[src/rtl/stage_fe.sv]
// Instruction fetch stage.
// Owns the fetch PC and issues word requests on a valid/ready channel.
// Fetched words go into a small FIFO that feeds the registered decode
// triple (out_inst/out_pc/out_flush).
// A redirect discards wrong-path requests, responses and buffered words.
module stage_fe #(
   parameter int                      INST_W      = 32,
   parameter int                      INST_ADDR_W = 32,
   parameter logic [INST_ADDR_W-1:0]  RESET_PC    = '0,
   parameter int                      FIFO_DEPTH  = 2,
   parameter logic [INST_W-1:0]       NOP_INST    = INST_W'(32'h0000_0013)
) (
   input  logic                   clk,
   input  logic                   rst,
   input  logic                   en,
   input  logic                   stall,
   input  logic                   redirect_valid,
   input  logic [INST_ADDR_W-1:0] redirect_pc,
   output logic                   imem_req_valid,
   input  logic                   imem_req_ready,
   output logic [INST_ADDR_W-1:0] imem_req_addr,
   input  logic                   imem_resp_valid,
   input  logic [INST_W-1:0]      imem_resp_data,
   output logic [INST_W-1:0]      out_inst,
   output logic [INST_ADDR_W-1:0] out_pc,
   output logic                   out_flush
);

   localparam int PTR_W = (FIFO_DEPTH > 1) ? $clog2(FIFO_DEPTH) : 1;
   localparam int CNT_W = PTR_W + 1;

   logic [INST_ADDR_W-1:0] fetch_pc;
   logic                   pend_q;
   logic                   pend_stale_q;
   logic [INST_ADDR_W-1:0] pend_addr_q;
   logic [CNT_W-1:0]       outstanding;
   logic [CNT_W-1:0]       outstanding_nxt;
   logic [CNT_W-1:0]       drop_cnt;
   logic [CNT_W-1:0]       fifo_count;
   logic [PTR_W-1:0]       ifq_wr;
   logic [PTR_W-1:0]       ifq_rd;
   logic [PTR_W-1:0]       fifo_wr;
   logic [PTR_W-1:0]       fifo_rd;

   // ifq_pc holds the PC of every in-flight request, in issue order, so
   // each response can be paired with its address.
   logic [INST_ADDR_W-1:0] ifq_pc    [FIFO_DEPTH];
   logic [INST_W-1:0]      fifo_inst [FIFO_DEPTH];
   logic [INST_ADDR_W-1:0] fifo_pc   [FIFO_DEPTH];

   logic                   pop;
   logic                   push;
   logic                   accept;
   logic                   req_hold;
   logic                   raise_new;
   logic                   credit_ok;
   logic [CNT_W:0]         credit_used;

   // The two low bits of the redirect target are forced to zero.
   logic unused_redirect_lsb;
   assign unused_redirect_lsb = ^redirect_pc[1:0];

   // Request/credit decode. The entry leaving the FIFO this cycle frees its
   // slot immediately, which lets a 1-cycle memory stream without bubbles.
   always_comb begin
      pop             = en && !stall && !redirect_valid && (fifo_count != '0);
      credit_used     = {1'b0, outstanding} + {1'b0, fifo_count} - (CNT_W+1)'(pop);
      credit_ok       = credit_used < (CNT_W+1)'(FIFO_DEPTH);
      raise_new       = en && !redirect_valid && credit_ok;
      imem_req_valid  = !rst && (pend_q || raise_new);
      imem_req_addr   = pend_q ? pend_addr_q : fetch_pc;
      accept          = imem_req_valid && imem_req_ready;
      req_hold        = imem_req_valid && !imem_req_ready;
      push            = imem_resp_valid && (drop_cnt == '0) && !redirect_valid;
      outstanding_nxt = outstanding + CNT_W'(accept) - CNT_W'(imem_resp_valid);
   end

   // Fetch PC, pending request, outstanding/drop accounting.
   always_ff @(posedge clk) begin
      if (rst) begin
         fetch_pc     <= RESET_PC;
         pend_q       <= 1'b0;
         pend_stale_q <= 1'b0;
         pend_addr_q  <= RESET_PC;
         outstanding  <= '0;
         drop_cnt     <= '0;
         ifq_wr       <= '0;
         ifq_rd       <= '0;
      end else begin
         pend_q <= req_hold;
         if (req_hold) begin
            pend_addr_q <= imem_req_addr;
         end
         // A request left pending across a redirect is wrong-path: it still
         // completes, but must not advance fetch_pc and its response is dropped.
         pend_stale_q <= req_hold && (redirect_valid || (pend_q && pend_stale_q));
         outstanding  <= outstanding_nxt;
         if (accept) begin
            ifq_wr <= ifq_wr + PTR_W'(1);
         end
         if (imem_resp_valid) begin
            ifq_rd <= ifq_rd + PTR_W'(1);
         end
         if (redirect_valid) begin
            fetch_pc <= {redirect_pc[INST_ADDR_W-1:2], 2'b00};
            drop_cnt <= outstanding_nxt + CNT_W'(req_hold);
         end else begin
            if (accept && !(pend_q && pend_stale_q)) begin
               fetch_pc <= fetch_pc + INST_ADDR_W'(4);
            end
            if (imem_resp_valid && (drop_cnt != '0)) begin
               drop_cnt <= drop_cnt - CNT_W'(1);
            end
         end
      end
   end

   // In-flight PC queue and instruction FIFO storage.
   always_ff @(posedge clk) begin
      if (accept) begin
         ifq_pc[ifq_wr] <= imem_req_addr;
      end
      if (push) begin
         fifo_inst[fifo_wr] <= imem_resp_data;
         fifo_pc[fifo_wr]   <= ifq_pc[ifq_rd];
      end
   end

   // Instruction FIFO pointers; a redirect empties it.
   always_ff @(posedge clk) begin
      if (rst || redirect_valid) begin
         fifo_wr    <= '0;
         fifo_rd    <= '0;
         fifo_count <= '0;
      end else begin
         if (push) begin
            fifo_wr <= fifo_wr + PTR_W'(1);
         end
         if (pop) begin
            fifo_rd <= fifo_rd + PTR_W'(1);
         end
         fifo_count <= fifo_count + CNT_W'(push) - CNT_W'(pop);
      end
   end

   // Decode-facing output registers; a redirect forces a bubble even when stalled.
   always_ff @(posedge clk) begin
      if (rst) begin
         out_flush <= 1'b1;
         out_inst  <= NOP_INST;
         out_pc    <= RESET_PC;
      end else if (redirect_valid) begin
         out_flush <= 1'b1;
         out_inst  <= NOP_INST;
      end else if (en && !stall) begin
         if (fifo_count != '0) begin
            out_flush <= 1'b0;
            out_inst  <= fifo_inst[fifo_rd];
            out_pc    <= fifo_pc[fifo_rd];
         end else begin
            out_flush <= 1'b1;
            out_inst  <= NOP_INST;
         end
      end
   end

endmodule

[config.mk]
export PLATFORM = sky130hd
export DESIGN_NAME = stage_fe
export DESIGN_NICKNAME = d
export VERILOG_FILES = /design/src/rtl/stage_fe.sv
export SDC_FILE = /design/constraint.sdc
export NUM_CORES = 1
export LEC_CHECK = 0
export ABC_AREA = 1
export BUFFER_PORTS_ARGS = -buffer_cell sky130_fd_sc_hd__buf_2
export CAP_MARGIN = 20
export CORE_ASPECT_RATIO = 0.7
export CORE_UTILIZATION = 34
export DETAILED_ROUTE_END_ITERATION = 12
export HOLD_SLACK_MARGIN = 0.08
export PLACE_DENSITY_LB_ADDON = 0.1
export SYNTH_ARGS = -nofsm -noshare
export SYNTH_HDL_FRONTEND = slang
export SYNTH_SLANG_ARGS = --single-unit
export TNS_END_PERCENT = 1
[constraint.sdc]
create_clock -name clk -period 4.7 [get_ports clk]
set_input_delay 0 -clock clk [delete_from_list [all_inputs] [get_ports clk]]
set_output_delay 0 -clock clk [all_outputs]
set_load 0.01 [all_outputs]
Word level (Yosys, flattened, before mapping)
Memories as Yosys holds them, arrays and structs flattened. A register that Yosys moved wholly into a read port is not among the register bits.
Cells that the tools add are included.

operators by class
  $add $sub $neg = 13
  magnitude comparators = 1
  muxes and demuxes = 15
  bitwise gates (word level) = 1
  reduce and logical (&&, ||, !) cells = 29

operators by type and width
  operator               number
  $mux 32                4
  $add 32x3->32 const B  1
  $logic_and 1x1->1      14
  $mux 1                 9
  $reduce_bool 2->1      4
  $add 2x1->2            3
  $logic_not 1->1        5
  $add 1x1->1 const B    4
  $mux 2                 2
  $sub 2x1->2            2
  $add 2x2->3            1
  $logic_or 1x1->1       3
  $lt 3x2->1 const B     1
  $reduce_and 3->1       1
  $sub 3x1->3            1
  $logic_not 2->1        1
  $reduce_or 2->1        1
  $sub 2x1->2 const B    1
  $not 1->1              1

word-level totals
  register bits = 109
  bits in writable memories = 192
  bits of input ports = 71
  logic and storage cells = 76
  memories = 3

memory list
  name       depth  bits a word  rd ports  clocked after Yosys merged registers in  wr ports  RTL line  source
  fifo_inst  2      32           1         1                                        1         48        logic [INST_W-1:0] fifo_inst [FIFO_DEPTH];
  fifo_pc    2      32           1         1                                        1         49        logic [INST_ADDR_W-1:0] fifo_pc [FIFO_DEPTH];
  ifq_pc     2      32           1         1                                        1         47        logic [INST_ADDR_W-1:0] ifq_pc [FIFO_DEPTH];

Depth between registers and ports, before layout
  depth in word-level cells = 14
  mapped depth = 21
  depth with buffers taken out = 21

Worst setup path after synthesis
No wires, ideal clock.

  kind = register to register
  start point = register drop_cnt[0]
  end point = memory fifo_inst[0][0] (enable)
  arrival time = 3.358 ns
  data required time = 4.212 ns
  setup slack = 0.854 ns
  cell stages (with the launch flop) = 5
  clock period less this slack = 3.846 ns
  cell sequence = dfxtp_1 -> inv_1 -> ha_1 -> nand3_1 -> nor2_1

on the way
  word-level cells in the longest chain between the ends = 5

ends and longest elaborated chain
  element                         RTL line  source
  start, declared                 38        logic [CNT_W-1:0] drop_cnt;
  start signal, assigned          106       drop_cnt <= outstanding_nxt + CNT_W'(req_hold);
  start signal, assigned          112       drop_cnt <= drop_cnt - CNT_W'(1);
  $logic_not 2->1                 74        push = imem_resp_valid && (drop_cnt == '0) && !redirect_valid;
  $logic_and 1x1->1 (2 in a row)  74
  $mux 1                          123       if (push) begin
  $mux 1 (implied by the code)    124       fifo_inst[fifo_wr] <= imem_resp_data;
  end, declared                   48

Every way passes these cells.

Worst setup path in the final report
  start point = input port stall
  end point = register fetch_pc[15]

on the way
  word-level cells in the longest chain between the ends = 12

ends and longest elaborated chain
  element                         RTL line  source
  start, declared                 16        input logic stall,
  $logic_not 1->1                 66        pop = en && !stall && !redirect_valid && (fifo_count != '0);
  $logic_and 1x1->1 (3 in a row)  66
  $sub 3x1->3                     67        credit_used = {1'b0, outstanding} + {1'b0, fifo_count} - (CNT_W+1)'(pop);
  $lt 3x2->1                      68        credit_ok = credit_used < (CNT_W+1)'(FIFO_DEPTH);
  $logic_and 1x1->1               69        raise_new = en && !redirect_valid && credit_ok;
  $logic_or 1x1->1                70        imem_req_valid = !rst && (pend_q || raise_new);
  $logic_and 1x1->1               70
  $logic_and 1x1->1               72        accept = imem_req_valid && imem_req_ready;
  $logic_and 1x1->1               108       if (accept && !(pend_q && pend_stale_q)) begin
  $reduce_bool 2->1 (no line)     --
  end signal, assigned            105       fetch_pc <= {redirect_pc[INST_ADDR_W-1:2], 2'b00};
  end signal, assigned            109       fetch_pc <= fetch_pc + INST_ADDR_W'(4);
  end, declared                   32        logic [INST_ADDR_W-1:0] fetch_pc;

Every way passes these cells.
A chain may end at the register's enable or synchronous reset.

==> out/qor.yml <==
status:
  status: "finished, final reports clean"
worst_setup_path:
  r2r_slack_ps: 1080
  critPathRequiredTime_ps: 5120
  start_kind: "input pin"
  crit_fanout: 15
  r2r_start: "fifo_count[0]$_SDFF_PP0_"
  crit_arrival_ps: 4610
  worstSetupStartpoint: "stall"
  setup.worst_path.end_class: "flip-flop"
  reg2reg_to: "fetch_pc[15]$_SDFFE_PP0P_"
  reg2reg_depth: 14
  path_class: "input pin to flip-flop"
clocking:
  htreeDepth: 2
  cts_buffer_depth: 3
  clock-sinks: 333
  cts_tree: "built"
  post-cts-setup-buffers: 0
  clk_pin_slew_ps: 60
  ctsRootBufferMaster: "clkbuf_16"
  cts_buffers: 36
  clkLatencyLatePin_ps: 540
detailed_routing:
  via_count: 9868
  via_per_inst: 4.59
  drt_iter0_markers: 530
  wl_microns: 34700
  drt-pass1-iter-count: 5
  routedWlPerCell_microns: 16.2
  ant_nets: 0
  drc_errors: 0
die:
  dieArea_sq_um: 40300
  die_width_microns: 240
  pin_count: 169
  row_count: 60
  initial_utilization_pct: 34.7
  core_sq_um: 38700
  die_height_microns: 168
sta:
  fin_setup_tns_ps: 0
  setup_viol: 0
  finClkSkew_ps: 15.8
  drv_slew: 0
  worst_pin_slew_ps: 1070
  slew_headroom_pct: 28.1
  max_freq_mhz: 238
  rsz0062_at_grt: "no"
  whs_ps: 127
  finalCritPeriodShare_pct: 89.2
  final-hold-violation-count: 0
  period_needed_ps: 4190
yosys:
  synth_area_sq_um: 13400
  avgSynthCellArea_sq_um: 9.83
  yosysSeqAreaShare_pct: 63.9
  ys_types: 40
  synth_ff_type: "edfxtp_1"
  synth_warnings: 0
  synth_nets: 1445
  ys_ff_latch: 333
  synth_edf_count: 192
  synthArstFlopShare_pct: 0
  syn-instance-count: 1366
finish:
  nets: 1674
  drive_gt1_share_pct: 17.9
  diodes: 0
  area_growth_pct: 24.0
  fin_area_sq_um: 16700
pwr:
  power_density_nw_per_um2: 381
  leakagePower_uw: 0.00650
  ir_drop_mv: 0.217
global_route:
  use_met2_pct: 25.6
  grt_first_pass_wirelength_microns: 54000
  first_global_vias: 9373
  grtUsageMet1_pct: 26.3
  grt_busiest_layer: "met1"
  grt_max_degree: 69
  met3_usage_pct: 2.82
  gr-total-overflow: 0
  antenna_found_initial: 0
  grtUsageTotal_pct: 17.5
min_path:
  min_from: "redirect_valid"
  whs_path_depth: 4
  holdCritPathClass: "input pin to flip-flop"
  holdPathEnd: "drop_cnt[0]$_SDFFE_PP0P_"
placed_design:
  dpl_cell_area_sq_um: 14800
  io_buffers: 166
  gp_congestion: 0.842
  dp_hpwl_microns: 22400
flow_run:
  drv_cap: 0
cell type report:
| cell class | count | area (sq um) |
|---|---|---|
| multi-input cells | 882 | 4260 |
| repair buffers | 260 | 1720 |
| well taps | 527 | 659 |
| fillers | 3777 | 22000 |
| flip-flops and latches | 333 | 8590 |
| clock buffers | 52 | 981 |
| clock inverters | 13 | 129 |
| inverters | 82 | 308 |
sequential cells by signal (all words and copies together) (netlist names), 2 cells and up, named ones only:
signal,count
fifo_count,2
pend_addr_q,32
out_pc,32
fifo_pc,64
fetch_pc,30
fifo_inst,64
ifq_pc,64
outstanding,2
out_inst,32
drop_cnt,2
metrics by stage:
stage / utilization [%] / setup WS, ps / instances / power, uW
detailed placement: 38.3 / 1290 / 2010 / 3650
global route: 43.1 / 134 / 2149 / 6590
finish: 43.1 / 506 / 2149 / 6340
global placement: 38.3 / 1360 / 2010 / 3650
CTS: 43.1 / 354 / 2149 / 6440
floorplan: - / 854 / 1366 / 3500
cell usage after synthesis, types with 23 or more instances:
cell type / n / area share, %
nand2_1: 453 / 13
inv_1: 78 / 2.2
a21oi_1: 60 / 2.2
dfxtp_1: 141 / 21
nand3_1: 57 / 2.1
edfxtp_1: 192 / 43
nor2_1: 76 / 2.1
clkbuf_1: 36 / 1.0
buf_2: 23 / 0.86
o21ai_0: 110 / 4.1
mux2_2: 32 / 2.7
a31oi_1: 32 / 1.5
power by group:
part / internal, uW / leakage [uW] / switching [uW]
registers: 3170 / 0.00290 / 38.5
logic: 166 / 0.00308 / 265
clock network: 1530 / 0.000531 / 1180
total: 4860 / 0.00650 / 1490
how the worst max path moves through the flow:
stage                                           end  slack (ps)  depth (start not counted)
final                     fetch_pc[15]$_SDFFE_PP0P_         510                         18
after global routing      fetch_pc[15]$_SDFFE_PP0P_         130                         18
after CTS                 fetch_pc[15]$_SDFFE_PP0P_         350                         18
after detailed placement   drop_cnt[1]$_SDFFE_PP0P_        1290                         17
after global placement     drop_cnt[1]$_SDFFE_PP0P_        1360                         17
after floorplan           fifo_inst[0][0]$_DFFE_PP_         850                          4
critical path: stages:
cell	delay (ps)
dlygate4sd3_1	540
buf_2	140
nor2_4	100
dlygate4sd3_1	700
o21ai_2	160
nor3_1	280
o21ai_0	150
fa_1	490
nand2_1	50
nor2_1	80
nand2_1	90
nand2_2	120
nand4_2	370
nand2_4	380
inv_2	190
nand2_1	100
a21oi_1	60
dlygate4sd3_1	590
logic make-up (layout without fill, tap and decap cells):
group                      count (synthesis)  after routing  share of synthesized area, %
xor gates and xnor gates                  11             11                         0.717
DFF                                      333            333                          63.9
muxes                                     32             32                          2.68
adders and majority gates                  8              8                         0.801
and+or+nand+nor                          613            613                          18.6
buffers and inverters                    151            407                          4.63
AOI/OAI and AO/OA                        218            218                          8.63
layout by cell type (no fill, tap or decap), drive strengths merged, types with 7 or more instances in the layout:
master / netlist / routed
o21ai: 117 / 117
dlygate4sd3: 0 / 74
a21oi: 60 / 60
inv: 81 / 83
nor2: 82 / 82
buf: 33 / 186
xor2: 7 / 7
edfxtp: 192 / 192
clkbuf: 36 / 52
mux2: 32 / 32
ha: 7 / 7
dfxtp: 141 / 141
nand2: 460 / 460
nand3: 58 / 58
a31oi: 32 / 32
clkinv: 1 / 9
metal layers:
layer | share of wire (%) | wire, microns
met3 | 5.0 | 1740
met5 | 0 | 0
met2 | 42 | 14600
met1 | 51 | 17600
met4 | 2.2 | 757
repair_timing:
item	in CTS	in global routing
hold buffers	74	0
setup endpoints to repair	0	2
hold endpoints to repair	126	0
gates resized for setup	0	1
(Power assumes the default switching activity.)
